[src/rtl/axi_write_responder_if.sv]
// rtl/axi_write_responder_if.sv - AXI4 write channel group plus memory write port bundle
interface axi_write_responder_if #(
    parameter int ADDR_WIDTH = 32,
    parameter int DATA_WIDTH = 64,
    parameter int ID_WIDTH   = 4
) ();
    logic                      aw_valid_i;
    logic                      aw_ready_o;
    logic [ADDR_WIDTH-1:0]     aw_addr_i;
    logic [7:0]                aw_len_i;
    logic [ID_WIDTH-1:0]       aw_id_i;
    logic                      w_valid_i;
    logic                      w_ready_o;
    logic [DATA_WIDTH-1:0]     w_data_i;
    logic [DATA_WIDTH/8-1:0]   w_strb_i;
    logic                      w_last_i;
    logic                      b_valid_o;
    logic                      b_ready_i;
    logic [ID_WIDTH-1:0]       b_id_o;
    logic [1:0]                b_resp_o;
    logic                      mem_req_o;
    logic                      mem_gnt_i;
    logic [ADDR_WIDTH-1:0]     mem_addr_o;
    logic [DATA_WIDTH-1:0]     mem_wdata_o;
    logic [DATA_WIDTH/8-1:0]   mem_be_o;

    modport slave (
        input  aw_valid_i, aw_addr_i, aw_len_i, aw_id_i,
        input  w_valid_i, w_data_i, w_strb_i, w_last_i,
        input  b_ready_i, mem_gnt_i,
        output aw_ready_o, w_ready_o, b_valid_o, b_id_o, b_resp_o,
        output mem_req_o, mem_addr_o, mem_wdata_o, mem_be_o
    );

    modport master (
        output aw_valid_i, aw_addr_i, aw_len_i, aw_id_i,
        output w_valid_i, w_data_i, w_strb_i, w_last_i,
        output b_ready_i, mem_gnt_i,
        input  aw_ready_o, w_ready_o, b_valid_o, b_id_o, b_resp_o,
        input  mem_req_o, mem_addr_o, mem_wdata_o, mem_be_o
    );
endinterface

[src/rtl/axi_write_responder.sv]
// rtl/axi_write_responder.sv - AXI4 write subordinate terminating INCR bursts on a req/gnt memory port
module axi_write_responder #(
    parameter int ADDR_WIDTH = 32,
    parameter int DATA_WIDTH = 64,
    parameter int ID_WIDTH   = 4
) (
    input  logic                 clk_i,
    input  logic                 rst_i,
    axi_write_responder_if.slave bus
);
    localparam int BEAT_SHIFT = $clog2(DATA_WIDTH / 8);

    typedef enum logic [1:0] {
        IDLE,
        DATA,
        DRAIN,
        RESP
    } state_e;

    state_e                state_q, state_d;
    logic [ADDR_WIDTH-1:0] addr_q, addr_d;
    logic [7:0]            len_q, len_d;
    logic [7:0]            cnt_q, cnt_d;
    logic [ID_WIDTH-1:0]   id_q, id_d;
    logic                  err_q, err_d;
    logic                  last_exp;
    logic                  beat;

    always_ff @(posedge clk_i) begin
        if (rst_i) begin
            state_q <= IDLE;
            addr_q  <= '0;
            len_q   <= '0;
            cnt_q   <= '0;
            id_q    <= '0;
            err_q   <= 1'b0;
        end else begin
            state_q <= state_d;
            addr_q  <= addr_d;
            len_q   <= len_d;
            cnt_q   <= cnt_d;
            id_q    <= id_d;
            err_q   <= err_d;
        end
    end

    assign last_exp        = (cnt_q == len_q);
    assign beat            = bus.w_valid_i & bus.mem_gnt_i;
    // Beat address wraps silently at the top of the address space.
    assign bus.mem_addr_o  = addr_q + (ADDR_WIDTH'(cnt_q) << BEAT_SHIFT);
    assign bus.mem_wdata_o = bus.w_data_i;
    assign bus.mem_be_o    = bus.w_strb_i;
    assign bus.b_id_o      = id_q;
    assign bus.b_resp_o    = err_q ? 2'b10 : 2'b00;

    always_comb begin
        state_d        = state_q;
        addr_d         = addr_q;
        len_d          = len_q;
        cnt_d          = cnt_q;
        id_d           = id_q;
        err_d          = err_q;
        bus.aw_ready_o = 1'b0;
        bus.w_ready_o  = 1'b0;
        bus.b_valid_o  = 1'b0;
        bus.mem_req_o  = 1'b0;
        unique case (state_q)
            IDLE: begin
                bus.aw_ready_o = 1'b1;
                if (bus.aw_valid_i) begin
                    addr_d  = bus.aw_addr_i;
                    len_d   = bus.aw_len_i;
                    id_d    = bus.aw_id_i;
                    cnt_d   = '0;
                    err_d   = 1'b0;
                    state_d = DATA;
                end
            end
            DATA: begin
                bus.mem_req_o = bus.w_valid_i;
                bus.w_ready_o = beat;
                if (beat) begin
                    if (bus.w_last_i) begin
                        err_d   = err_q | ~last_exp;
                        state_d = RESP;
                    end else if (last_exp) begin
                        // Master overran the burst length: swallow beats until its last.
                        err_d   = 1'b1;
                        state_d = DRAIN;
                    end else begin
                        cnt_d = cnt_q + 8'd1;
                    end
                end
            end
            DRAIN: begin
                bus.w_ready_o = 1'b1;
                if (bus.w_valid_i && bus.w_last_i) begin
                    state_d = RESP;
                end
            end
            RESP: begin
                bus.b_valid_o = 1'b1;
                if (bus.b_ready_i) begin
                    state_d = IDLE;
                end
            end
            default: state_d = IDLE;
        endcase
    end
endmodule

[src/flat_wrapper.sv]
// flat-port wrapper written by rule: the top's interface ports become plain ports
module axi_write_responder_flat 
#(
    parameter int ADDR_WIDTH = 32,
    parameter int DATA_WIDTH = 64,
    parameter int ID_WIDTH   = 4
)
  (clk_i, rst_i, bus_aw_valid_i, bus_aw_addr_i, bus_aw_len_i, bus_aw_id_i, bus_w_valid_i, bus_w_data_i, bus_w_strb_i, bus_w_last_i, bus_b_ready_i, bus_mem_gnt_i, bus_aw_ready_o, bus_w_ready_o, bus_b_valid_o, bus_b_id_o, bus_b_resp_o, bus_mem_req_o, bus_mem_addr_o, bus_mem_wdata_o, bus_mem_be_o);
  axi_write_responder_if #(.ADDR_WIDTH(ADDR_WIDTH), .DATA_WIDTH(DATA_WIDTH), .ID_WIDTH(ID_WIDTH)) bus_i ();
  input  logic clk_i;
  input  logic rst_i;
  input wire logic [$bits(bus_i.aw_valid_i)-1:0] bus_aw_valid_i;
  input wire logic [$bits(bus_i.aw_addr_i)-1:0] bus_aw_addr_i;
  input wire logic [$bits(bus_i.aw_len_i)-1:0] bus_aw_len_i;
  input wire logic [$bits(bus_i.aw_id_i)-1:0] bus_aw_id_i;
  input wire logic [$bits(bus_i.w_valid_i)-1:0] bus_w_valid_i;
  input wire logic [$bits(bus_i.w_data_i)-1:0] bus_w_data_i;
  input wire logic [$bits(bus_i.w_strb_i)-1:0] bus_w_strb_i;
  input wire logic [$bits(bus_i.w_last_i)-1:0] bus_w_last_i;
  input wire logic [$bits(bus_i.b_ready_i)-1:0] bus_b_ready_i;
  input wire logic [$bits(bus_i.mem_gnt_i)-1:0] bus_mem_gnt_i;
  output wire logic [$bits(bus_i.aw_ready_o)-1:0] bus_aw_ready_o;
  output wire logic [$bits(bus_i.w_ready_o)-1:0] bus_w_ready_o;
  output wire logic [$bits(bus_i.b_valid_o)-1:0] bus_b_valid_o;
  output wire logic [$bits(bus_i.b_id_o)-1:0] bus_b_id_o;
  output wire logic [$bits(bus_i.b_resp_o)-1:0] bus_b_resp_o;
  output wire logic [$bits(bus_i.mem_req_o)-1:0] bus_mem_req_o;
  output wire logic [$bits(bus_i.mem_addr_o)-1:0] bus_mem_addr_o;
  output wire logic [$bits(bus_i.mem_wdata_o)-1:0] bus_mem_wdata_o;
  output wire logic [$bits(bus_i.mem_be_o)-1:0] bus_mem_be_o;
  assign bus_i.aw_valid_i = bus_aw_valid_i;
  assign bus_i.aw_addr_i = bus_aw_addr_i;
  assign bus_i.aw_len_i = bus_aw_len_i;
  assign bus_i.aw_id_i = bus_aw_id_i;
  assign bus_i.w_valid_i = bus_w_valid_i;
  assign bus_i.w_data_i = bus_w_data_i;
  assign bus_i.w_strb_i = bus_w_strb_i;
  assign bus_i.w_last_i = bus_w_last_i;
  assign bus_i.b_ready_i = bus_b_ready_i;
  assign bus_i.mem_gnt_i = bus_mem_gnt_i;
  assign bus_aw_ready_o = bus_i.aw_ready_o;
  assign bus_w_ready_o = bus_i.w_ready_o;
  assign bus_b_valid_o = bus_i.b_valid_o;
  assign bus_b_id_o = bus_i.b_id_o;
  assign bus_b_resp_o = bus_i.b_resp_o;
  assign bus_mem_req_o = bus_i.mem_req_o;
  assign bus_mem_addr_o = bus_i.mem_addr_o;
  assign bus_mem_wdata_o = bus_i.mem_wdata_o;
  assign bus_mem_be_o = bus_i.mem_be_o;
  axi_write_responder #(.ADDR_WIDTH(ADDR_WIDTH), .DATA_WIDTH(DATA_WIDTH), .ID_WIDTH(ID_WIDTH)) u_core (.clk_i(clk_i), .rst_i(rst_i), .bus(bus_i));
endmodule
[config.mk]
export PLATFORM = sky130hd
export DESIGN_NAME = axi_write_responder_flat
export DESIGN_NICKNAME = d
export VERILOG_FILES = /design/src/rtl/axi_write_responder_if.sv /design/src/rtl/axi_write_responder.sv /design/src/flat_wrapper.sv
export SDC_FILE = /design/constraint.sdc
export NUM_CORES = 1
export LEC_CHECK = 0
export CAP_MARGIN = 20
export CORE_UTILIZATION = 36
export DETAILED_ROUTE_END_ITERATION = 16
export PLACE_DENSITY = 0.81
export SYNTH_ARGS = -nofsm -noshare
export SYNTH_HDL_FRONTEND = slang
export SYNTH_SLANG_ARGS = --single-unit
[constraint.sdc]
create_clock -name clk_i -period 2.49 [get_ports clk_i]
set_input_delay 0.3735 -clock clk_i [delete_from_list [all_inputs] [get_ports clk_i]]
set_output_delay 0.3735 -clock clk_i [all_outputs]
set_load 0.05 [all_outputs]
==> results of run 1 <==
==> power by group <==
part | internal, uW | switching, uW | leakage (uW)
registers | 1030 | 178 | 0.000455
logic | 858 | 1120 | 0.00169
clock network | 199 | 290 | 0.0000422
total | 2080 | 1590 | 0.00219
==> layer usage <==
| metal | global-route usage (%) | wire [um] | up-vias | share of wire [%] |
|---|---|---|---|---|
| met5 | 0 | 0 | - | 0 |
| li1 | - | - | 1572 | - |
| met1 | 21.5 | 3870 | 1586 | 34 |
| met3 | 6.38 | 1020 | 41 | 9.0 |
| met2 | 39.7 | 6010 | 204 | 53 |
| met4 | 9.36 | 390 | 0 | 3.5 |
==> path summary, 6_finish.rpt <==
check        depth (start not counted)                              start                                 to  slack (ps)
min reg2reg                          2  u_core.bus.b_id_o[3]$_SDFFE_PP0P_  u_core.bus.b_id_o[3]$_SDFFE_PP0P_         460
max reg2reg                          6     u_core.state_q[0]$_SDFFE_PP0P_       u_core.cnt_q[2]$_SDFFE_PP0P_         120
max                                 10      u_core.addr_q[8]$_SDFFE_PP0P_                 bus_mem_addr_o[17]        -430
min                                  2  u_core.bus.b_id_o[3]$_SDFFE_PP0P_  u_core.bus.b_id_o[3]$_SDFFE_PP0P_         460
==> flip-flops by register name, indices dropped and copies added, names as in the netlist <==
register,count
u_core.addr_q,32
u_core.bus.b_id_o,4
u_core.len_q,8
u_core.cnt_q,8
u_core.state_q,2
u_core.err_q,1
==> cells by family (layout without fill, tap and decap cells) <==
family          after synthesis  after routing  share of synthesized area, %
simple gates                159            159                          19.8
buf+inv                     109            167                          19.8
compound gates               88             88                          15.0
flops                        55             55                          31.1
xor+xnor                     35             35                          8.67
fa+ha+maj                    14             14                          5.17
other cells                   1              1                         0.106
mux                           1              1                         0.283
==> cells in the final DEF, fill, tap and decap left out, types with 6 or more instances in the layout <==
master           instances
xor2_4                   7
ha_4                     6
clkdlybuf4s50_1         60
nand2_1                 96
nand3_1                  9
xnor2_4                 12
dfxtp_2                 11
a21oi_1                 49
buf_12                  28
buf_4                   48
nor2_1                   7
buf_6                    7
ha_1                     6
xnor2_1                 10
inv_1                   14
dfxtp_1                 44
nand4_1                  7
==> layout make-up <==
| type | count | area (um^2) | share of cell area, % |
|---|---|---|---|
| clock buffer | 7 | 76.3 | 1.40 |
| multi-input combinational | 298 | 2430 | 44.6 |
| clock inverter | 1 | 5.00 | 0.0918 |
| inverter | 15 | 56.3 | 1.03 |
| tap | 129 | 161 | 2.96 |
| timing repair buffer | 144 | 1610 | 29.5 |
| sequential | 55 | 1110 | 20.5 |
==> critical path, stage by stage, from the launching register on <==
cell     delay, ps
dfxtp_2        360
ha_4           290
buf_4          150
a21oi_1         80
nor2b_2        320
nor3_2         120
buf_4          160
a21oi_4        200
and3_4         240
xor2_4         170
buf_12         150
==> metrics by stage <==
stage | cell area [um^2] | setup slack [ps]
floorplan | 3860 | -303
CTS | 5240 | -382
global placement | 4820 | -75.3
global route | 5450 | -521
detailed placement | 4820 | -138
finish | 5450 | -429
==> timing repair <==
action	in CTS	in global routing
pin swaps	27	22
setup buffers	12	7
resized for setup	54	29
setup endpoints to repair	24	25
==> impl_results.md, run 1 <==
- Layout cells sized above 1: 32.7%
- Ports: 237
- Final cell count without fillers: 649
- Largest net degree at the start of global routing: 45
- Drt wl/cell: 17.4 um
- Post-layout min period: 2920 ps
- Final wirelength: 11,300 um
- Clock root buffer: clkbuf_8
- Layout net count: 656
- CTS tree: done
- Hold Buf Count CTS: 0
- Port bufs: 91
- Site Rows: 35
- Power density over cell area: 674 nW/um^2
- DRT antenna net count: 0
- Synth cell count leaders: nand2_1, buf_4, dfxtp_1
- Max-Cap Viols: 0
- FMAX: 343 MHz
- Top-count cell post-synth: nand2_1
- Critical Path AT: 2550 ps
- # placed instances: 624
- First-pass GRT wire length: 16,800 um
- Setup_tns: -5750 ps
- Async set-reset flop share out of synthesis: 0%
- Via count: 3,403
- Gpl congestion: 0.819
- Initial Util: 37.7%
- Antenna violations before repair: 0
- Dominant synthesized flop cell: dfxtp_1
- Peak supply drop: 0.275 mV
- Setup ws final: -429 ps
- Worst hold slack: 459 ps
- Synth Area per Inst: 7.65 um^2
- 1st-iter DRT viols: 211
- Top cells by area, synth: dfxtp_1, buf_4, nand2_1
- Final Hold Viols: 0
- CTS max path bufs: 2
- Class of the worst hold path: reg -> reg
- Post-synth top area share: 31.1%
- Post-DR vias/cell: 5.24
- H-tree Lvls: 2
- Core ar.: 9370 um^2
- Cts bufs inserted: 5
- Post-synthesis net count: 599
- GRT Overall Usage: 21.1%
- HPWL after detailed placement: 7870 um
- Status: complete, but fails checks
- Reg clk slew, reported paths: 100 ps
- Sequential share of the synthesized area: 31.1%
- Syn-to-layout area delta: 54.1%
- EDFF count, synth: 0
- Vias in the first global route: 3,333
- GR Overflow Total: 0
- Die footprint: 10,200 um^2
- Chip width: 101 um
- Failing checks: negative setup slack
- Clk_skew: 11.0 ps
- Post-layout util: 58.2%
- Unrepaired setup endpoints after global routing: true
- Final total power: 3670 uW
- Yosys top cell by area: dfxtp_1
- Die Span Y: 101 um
- Worst-Margin Slew: 610 ps
- Max-slew violations: 0
- #FFs+latches synth: 55
- Critical Path RT: 2120 ps
- Worst-Skew Late Latency: 310 ps
- Mapped Cells: 462
- # clock sinks: 55
- Crit path launch type: register
- Critical path peak fanout: 4
- Final Cycle Share: 117%
- Leak Pwr: 0.00219 uW
- Synthesis warning total: 0
- Final setup vio count: 23
- Cell area after synthesis: 3540 um^2
- Fillers: 773
- Setup crit end kind: primary output
- Ant. Diodes: 0
- Worst slew margin: 59.3%
- Remaining DRCs: 0
- Pre-Repair DR Iteration Count: 4
- Crit path kind: reg -> out
- Synth cell types: 46
Power figures use the tool's default switching activity.
==> run 2: changes to the inputs <==
- CORE_MARGIN: default -> 2
==> run 2 against run 1 <==
Routed wire length down 2.9%. Utilization down 1.3 points. Critical path type unchanged. Via count down 2.6%. Sequential share of layout area down 0.18 points. The run still ends with negative setup slack left. Worst setup slack worse by 6.6 ps. Sequential power about the same.
==> impl_results.md, run 2 (synthesized netlist as in run 1, its figures left out) <==
- Antenna violations before repair: 0 (unchanged)
- Port bufs: 91 (unchanged)
- Final cell count without fillers: 650 (was 649)
- HPWL after detailed placement: 7610 um (was 7870 um)
- Critical Path AT: 2550 ps (about the same)
- Post-DR vias/cell: 5.10 (was 5.24)
- Core ar.: 9640 um^2 (was 9370 um^2)
- Final Instance Area: 5490 um^2 (was 5450 um^2)
- Setup crit end kind: primary output (unchanged)
- Worst slew margin: 55.1% (was 59.3%)
- Hold Buf Count CTS: 0 (unchanged)
- Final setup vio count: 25 (was 23)
- Pre-Repair DR Iteration Count: 5 (was 4)
- Syn-to-layout area delta: 55.1% (was 54.1%)
- Hold depth: 2 (unchanged)
- Clk_skew: 14.2 ps (was 11.0 ps)
- Crit path launch type: register (unchanged)
- 1st-iter DRT viols: 177 (was 211)
- Unrepaired setup endpoints after global routing: true (unchanged)
- Max-slew violations: 0 (unchanged)
- Power density over cell area: 705 nW/um^2 (was 674 nW/um^2)
- Reg clk slew, reported paths: 110 ps (was 100 ps)
- Biggest regs: u_core.addr_q (32), u_core.cnt_q (8), u_core.len_q (8) (unchanged)
- Cts bufs inserted: 5 (unchanged)
- CTS max path bufs: 2 (unchanged)
- Die footprint: 10,600 um^2 (was 10,200 um^2)
- Remaining DRCs: 0 (unchanged)
- # placed instances: 627 (was 624)
- Post-DP Area: 4840 um^2 (was 4820 um^2)
- Via count: 3,313 (was 3,403)
- Commonest non-fill, non-tap cells in the layout: nand2_1, clkdlybuf4s50_1, a21oi_1, dfxtp_1, buf_4 (was nand2_1, clkdlybuf4s50_1, a21oi_1, buf_4, dfxtp_1)
- Chip width: 103 um (was 101 um)
- DRT antenna net count: 0 (unchanged)
- Site Rows: 36 (was 35)
- Leading cell type in the layout, fill and taps excluded: nand2_1 (unchanged)
- H-tree Lvls: 2 (unchanged)
- Gpl congestion: 0.836 (was 0.819)
- Final Hold Viols: 0 (unchanged)
- CTS tree: done (unchanged)
- Layout cells sized above 1: 32.1% (was 32.7%)
- Worst hold slack: 425 ps (was 459 ps)
- Final wirelength: 11,000 um (was 11,300 um)
- Largest register FFs: 32 (unchanged)
- FMAX: 342 MHz (was 343 MHz)
- Failing checks: negative setup slack (unchanged)
- Setup ws final: -435 ps (was -429 ps)
- Vias in the first global route: 3,398 (was 3,333)
- Initial Util: 36.7% (was 37.7%)
- Fillers: 801 (was 773)
- Worst-Margin Slew: 673 ps (was 610 ps)
- Peak supply drop: 0.373 mV (was 0.275 mV)
- GRT Overall Usage: 20.1% (was 21.1%)
- Status: complete, but fails checks (unchanged)
- Ant. Diodes: 0 (unchanged)
- Leak Pwr: 0.00222 uW (was 0.00219 uW)
- Critical Path RT: 2120 ps (about the same)
- Die Span Y: 103 um (was 101 um)
- Post-layout min period: 2930 ps (was 2920 ps)
- Post-layout util: 56.9% (was 58.2%)
- Class of the worst hold path: in -> reg (was reg -> reg)
- Biggest register: u_core.addr_q (unchanged)
- Drt wl/cell: 16.9 um (was 17.4 um)
- Critical path peak fanout: 4 (unchanged)
- Max-Cap Viols: 0 (unchanged)
- Final total power: 3870 uW (was 3670 uW)
- Final Cycle Share: 117% (about the same)
- Largest net degree at the start of global routing: 45 (unchanged)
- Crit path kind: reg -> out (unchanged)
- Ports: 237 (unchanged)
- Worst-Skew Late Latency: 310 ps (about the same)
- # clock sinks: 55 (unchanged)
- Worst reg2reg path depth: 6 (unchanged)
- Clock root buffer: clkbuf_8 (unchanged)
- GR Overflow Total: 0 (unchanged)
- Layout net count: 653 (was 656)
- First-pass GRT wire length: 16,700 um (was 16,800 um)
-- run 2: changes by cell type in the layout (fill, tap and decap cells not counted), sizes merged --
cell	previous run	this run
clkbuf	7	6
bufinv	0	2
clkinv	1	0
buf	84	81
-- run 2: final cells by class --
cell class	count	area (um^2)	area share, %
well taps	133	166	3.03
clock inverters	2	60.1	1.09
inverters	15	56.3	1.03
flip-flops and latches	55	1110	20.3
multi-input cells	298	2410	44.0
repair buffers	141	1610	29.3
clock buffers	6	72.6	1.32
-- run 2: where the power goes --
part | total, uW | switching [uW] | internal (uW)
registers | 1210 | 180 | 1030
clock network | 700 | 297 | 402
logic | 1960 | 1110 | 849
-- run 2: metal layers --
metal,GRT usage (%),up-vias,wire (um)
li1,-,1568,-
met1,22.7,1538,3990
met5,1.92,-,0
met2,36.6,174,5720
met4,6.68,0,305
met3,5.08,33,934
-- run 2: stage by stage --
step | setup WS (ps) | TNS (ps)
2_1_floorplan | -303 | -433
3_3_place_gp | -88.5 | -293
3_5_place_dp | -294 | -1580
4_1_cts | -431 | -6960
5_1_grt | -552 | -9390
6_report | -435 | -6940
-- run 2: timing repair --
action / CTS / global route
resized for setup: 60 / 23
endpoints found under the setup margin: 25 / 25
buffers inserted: 10 / 10
pin swaps: 29 / 27
-- run 2: critical path, stage by stage, from the launching register on --
cell and delay [ps]:
dfxtp_2 360, ha_4 140, inv_2 30, fa_2 340, nor2b_2 130, o21ai_2 80
buf_4 150, a21bo_4 210, a21oi_4 210, buf_4 160, nand3_4 90, xnor2_4 180
buf_12 150
-- run 2: path summary, 6_finish.rpt --
kind         slack (ps)                           endpoint                         startpoint
max                -440                 bus_mem_addr_o[21]       u_core.cnt_q[0]$_SDFFE_PP0P_
min                 430     u_core.state_q[1]$_SDFFE_PP0P_                              rst_i
max reg2reg          60       u_core.cnt_q[2]$_SDFFE_PP0P_     u_core.state_q[0]$_SDFFE_PP0P_
min reg2reg         470  u_core.bus.b_id_o[0]$_SDFFE_PP0P_  u_core.bus.b_id_o[0]$_SDFFE_PP0P_
==> run 3: changes to the inputs <==
- ABC_AREA: default -> 1
- CORE_UTILIZATION: 36 -> 38
- PLACE_DENSITY: 0.81 -> 0.86
==> run 3 against run 2 <==
The run still ends with negative setup slack left. Fmax rose by 13%. Hold slack improved by 58 ps. Sequential share of layout area grew 0.39 points. Clock-buffer cell count did not move. Sequential power increased by 14%. Die area is 3.6% higher. Via count rose by 9.3%. Register-to-register slack better by 590 ps. Final area down 0.66%. Routed wire length grew 1.7%. Utilization down 1.4 points. Worst setup slack improved by 330 ps. Critical endpoint is now bus_mem_addr_o[25]. Highest routed layer unchanged.
==> impl_results.md, run 3 <==
- Initial Util: 39.4% (was 36.7%)
- Post-layout min period: 2590 ps (was 2930 ps)
- Setup crit end kind: primary output (unchanged)
- Power density over cell area: 949 nW/um^2 (was 705 nW/um^2)
- Vias in the first global route: 3,521 (was 3,398)
- 1st-iter DRT viols: 214 (was 177)
- Mapped Cells: 566 (was 462)
- Synth Area per Inst: 6.84 um^2 (was 7.65 um^2)
- Crit path kind: reg -> out (unchanged)
- Layout net count: 737 (was 653)
- Core ar.: 9820 um^2 (was 9640 um^2)
- Synth cell count leaders: nand2_1, nor2_1, buf_4 (was nand2_1, buf_4, dfxtp_1)
- Die footprint: 11,000 um^2 (was 10,600 um^2)
- Setup ws final: -103 ps (was -435 ps)
- # clock sinks: 55 (unchanged)
- Syn-to-layout area delta: 40.7% (was 55.1%)
- HPWL after detailed placement: 8080 um (was 7610 um)
- Final wirelength: 11,100 um (was 11,000 um)
- Leading cell type in the layout, fill and taps excluded: nor2_1 (was nand2_1)
- CTS max path bufs: 2 (unchanged)
- Leak Pwr: 0.00221 uW (was 0.00222 uW)
- Class of the worst hold path: reg -> reg (was in -> reg)
- Worst-Skew Late Latency: 320 ps (was 310 ps)
- Site Rows: 36 (unchanged)
- Yosys top cell by area: dfxtp_1 (unchanged)
- Sequential share of the synthesized area: 28.4% (was 31.1%)
- GR Overflow Total: 0 (unchanged)
- #FFs+latches synth: 55 (unchanged)
- Peak supply drop: 0.460 mV (was 0.373 mV)
- Post-synth top area share: 28.4% (was 31.1%)
- Largest net degree at the start of global routing: 47 (was 45)
- Top cells by area, synth: dfxtp_1, buf_4, nand2_1 (unchanged)
- Final setup vio count: 9 (was 25)
- H-tree Lvls: 2 (unchanged)
- Clk_skew: 11.2 ps (was 14.2 ps)
- Async set-reset flop share out of synthesis: 0% (unchanged)
- Ant. Diodes: 0 (unchanged)
- Biggest regs: u_core.addr_q (32), u_core.cnt_q (8), u_core.len_q (8) (unchanged)
- Unrepaired setup endpoints after global routing: true (unchanged)
- DP Worst Slack: -18.0 ps (was -294 ps)
- CTS tree: done (unchanged)
- FMAX: 386 MHz (was 342 MHz)
- Hold Path Origin: u_core.len_q[0]$_SDFFE_PP0P_ (was rst_i)
- Crit path launch type: register (unchanged)
- Critical Path AT: 2220 ps (was 2550 ps)
- Biggest register: u_core.addr_q (unchanged)
- Worst path most repeated cell: nand2_4 (was buf_4)
- Status: complete, but fails checks (unchanged)
- Drt wl/cell: 15.2 um (was 16.9 um)
- Antenna violations before repair: 0 (unchanged)
- R2r startpoint: u_core.state_q[1]$_SDFFE_PP0P_ (was u_core.state_q[0]$_SDFFE_PP0P_)
- Worst slew margin: 65.3% (was 55.1%)
- Clock root buffer: clkbuf_8 (unchanged)
- Largest register FFs: 32 (unchanged)
- Layout cells sized above 1: 26.8% (was 32.1%)
- CP Launch Point: u_core.cnt_q[0]$_SDFFE_PP0P_ (unchanged)
- Hold depth: 2 (unchanged)
- Reg clk slew, reported paths: 100 ps (was 110 ps)
- Pre-Repair DR Iteration Count: 5 (unchanged)
- Dominant synthesized flop cell: dfxtp_1 (unchanged)
- Post-layout util: 55.5% (was 56.9%)
- Cell area after synthesis: 3870 um^2 (was 3540 um^2)
- Worst reg2reg path depth: 8 (was 6)
- Max-Cap Viols: 0 (unchanged)
- DRT antenna net count: 0 (unchanged)
- Post-synthesis net count: 703 (was 599)
- Critical Path RT: 2120 ps (about the same)
- Ports: 237 (unchanged)
- Synthesis warning total: 0 (unchanged)
- Failing checks: negative setup slack (unchanged)
- Final Hold Viols: 0 (unchanged)
- Port bufs: 91 (unchanged)
- Gpl congestion: 0.915 (was 0.836)
- EDFF count, synth: 0 (unchanged)
- GRT Overall Usage: 19.0% (was 20.1%)
- Critical path peak fanout: 2 (was 4)
- Commonest non-fill, non-tap cells in the layout: nor2_1, nand2_1, clkdlybuf4s50_1, o21ai_0, inv_1 (was nand2_1, clkdlybuf4s50_1, a21oi_1, dfxtp_1, buf_4)
- Slowest CP cell: dfxtp_2 (unchanged)
- Synth cell types: 34 (was 46)
- Via count: 3,620 (was 3,313)
- Max-slew violations: 0 (unchanged)
- Post-DR vias/cell: 4.94 (was 5.10)
- First-pass GRT wire length: 17,100 um (was 16,700 um)
- Cts bufs inserted: 5 (unchanged)
- Hold Buf Count CTS: 0 (unchanged)
- Chip width: 105 um (was 103 um)
- CP peak stage delay: 370 ps (was 360 ps)
- Worst-Margin Slew: 518 ps (was 673 ps)
- Remaining DRCs: 0 (unchanged)
- Final Cycle Share: 104% (was 117%)
- Top-count cell post-synth: nand2_1 (unchanged)
- Cell chain of the critical path: ha_4 -> inv_2 -> fa_2 -> o21ai_4 -> buf_6 -> nand2_4 -> nand2_4 -> nand3_2 -> nand2_2 -> xor2_2 -> buf_12 (was ha_4 -> inv_2 -> fa_2 -> nor2b_2 -> o21ai_2 -> buf_4 -> a21bo_4 -> a21oi_4 -> buf_4 -> nand3_4 -> xnor2_4 -> buf_12)
- Die Span Y: 105 um (was 103 um)
-- run 3: layer usage --
metal,vias up,part of all wire [%],GRT usage (%)
li1,1778,-,-
met1,1671,41,23.4
met2,147,49,32.8
met3,24,7.4,3.99
met4,0,2.2,5.90
met5,-,0,0
-- run 3: final timing paths --
check / endpoint / slack (ps)
worst max-delay path: bus_mem_addr_o[25] / -100
worst max register to register: u_core.state_q[1]$_SDFFE_PP0P_ / 650
worst min register to register: u_core.len_q[0]$_SDFFE_PP0P_ / 480
worst min-delay path: u_core.len_q[0]$_SDFFE_PP0P_ / 480
-- run 3: worst max-delay path, delay by kind of cell, from the launching register on --
kind	cells	cell delay [ps]
XOR/XNOR	1	200
buffers and inverters	3	330
AND/OR/NAND/NOR	4	280
AO/OA/AOI/OAI	1	220
flip-flops	1	370
adder cells (fa/ha/maj)	2	510
-- run 3: final cells by class --
cell class	instances	area, um^2
fill	905	4370
multi-input combinational	367	2450
timing repair buffer	119	1410
sequential	55	1130
inverter	52	200
tap	133	166
clock buffer	6	72.6
clock inverter	1	30.0
-- run 3: stage by stage --
stage	std cells	cell area (um^2)	hold WS (ps)	TNS (ps)	total power [uW]
finish	733	5450	483	-526	5170
global route	733	5450	520	-1620	5460
CTS	725	5110	493	-799	4990
detailed placement	710	4790	470	-18.0	4330
global placement	710	4790	462	0	4260
floorplan	566	3990	444	-193	3470
-- run 3: kinds of logic after synthesis --
| family | Yosys count | share of synthesized area (%) |
|---|---|---|
| XOR/XNOR | 31 | 7.01 |
| flip-flops | 55 | 28.4 |
| AO/OA/AOI/OAI | 87 | 11.8 |
| adder cells (fa/ha/maj) | 14 | 4.72 |
| AND/OR/NAND/NOR | 234 | 26.3 |
| other | 1 | 0.0968 |
| buffers and inverters | 144 | 21.7 |
-- run 3: where the power goes --
part | switching [uW] | total, uW | leakage [uW] | internal, uW
clock | 300 | 596 | 0.0000513 | 296
combinational | 1890 | 3190 | 0.00170 | 1300
sequential | 256 | 1380 | 0.000461 | 1130
total | 2450 | 5170 | 0.00221 | 2720
-- run 3: what timing repair did --
item	in CTS	in global routing
setup endpoints to repair	21	24
pin swaps	16	27
endpoints found under the hold margin	0	0
buffers inserted	8	8
resized for setup	38	56
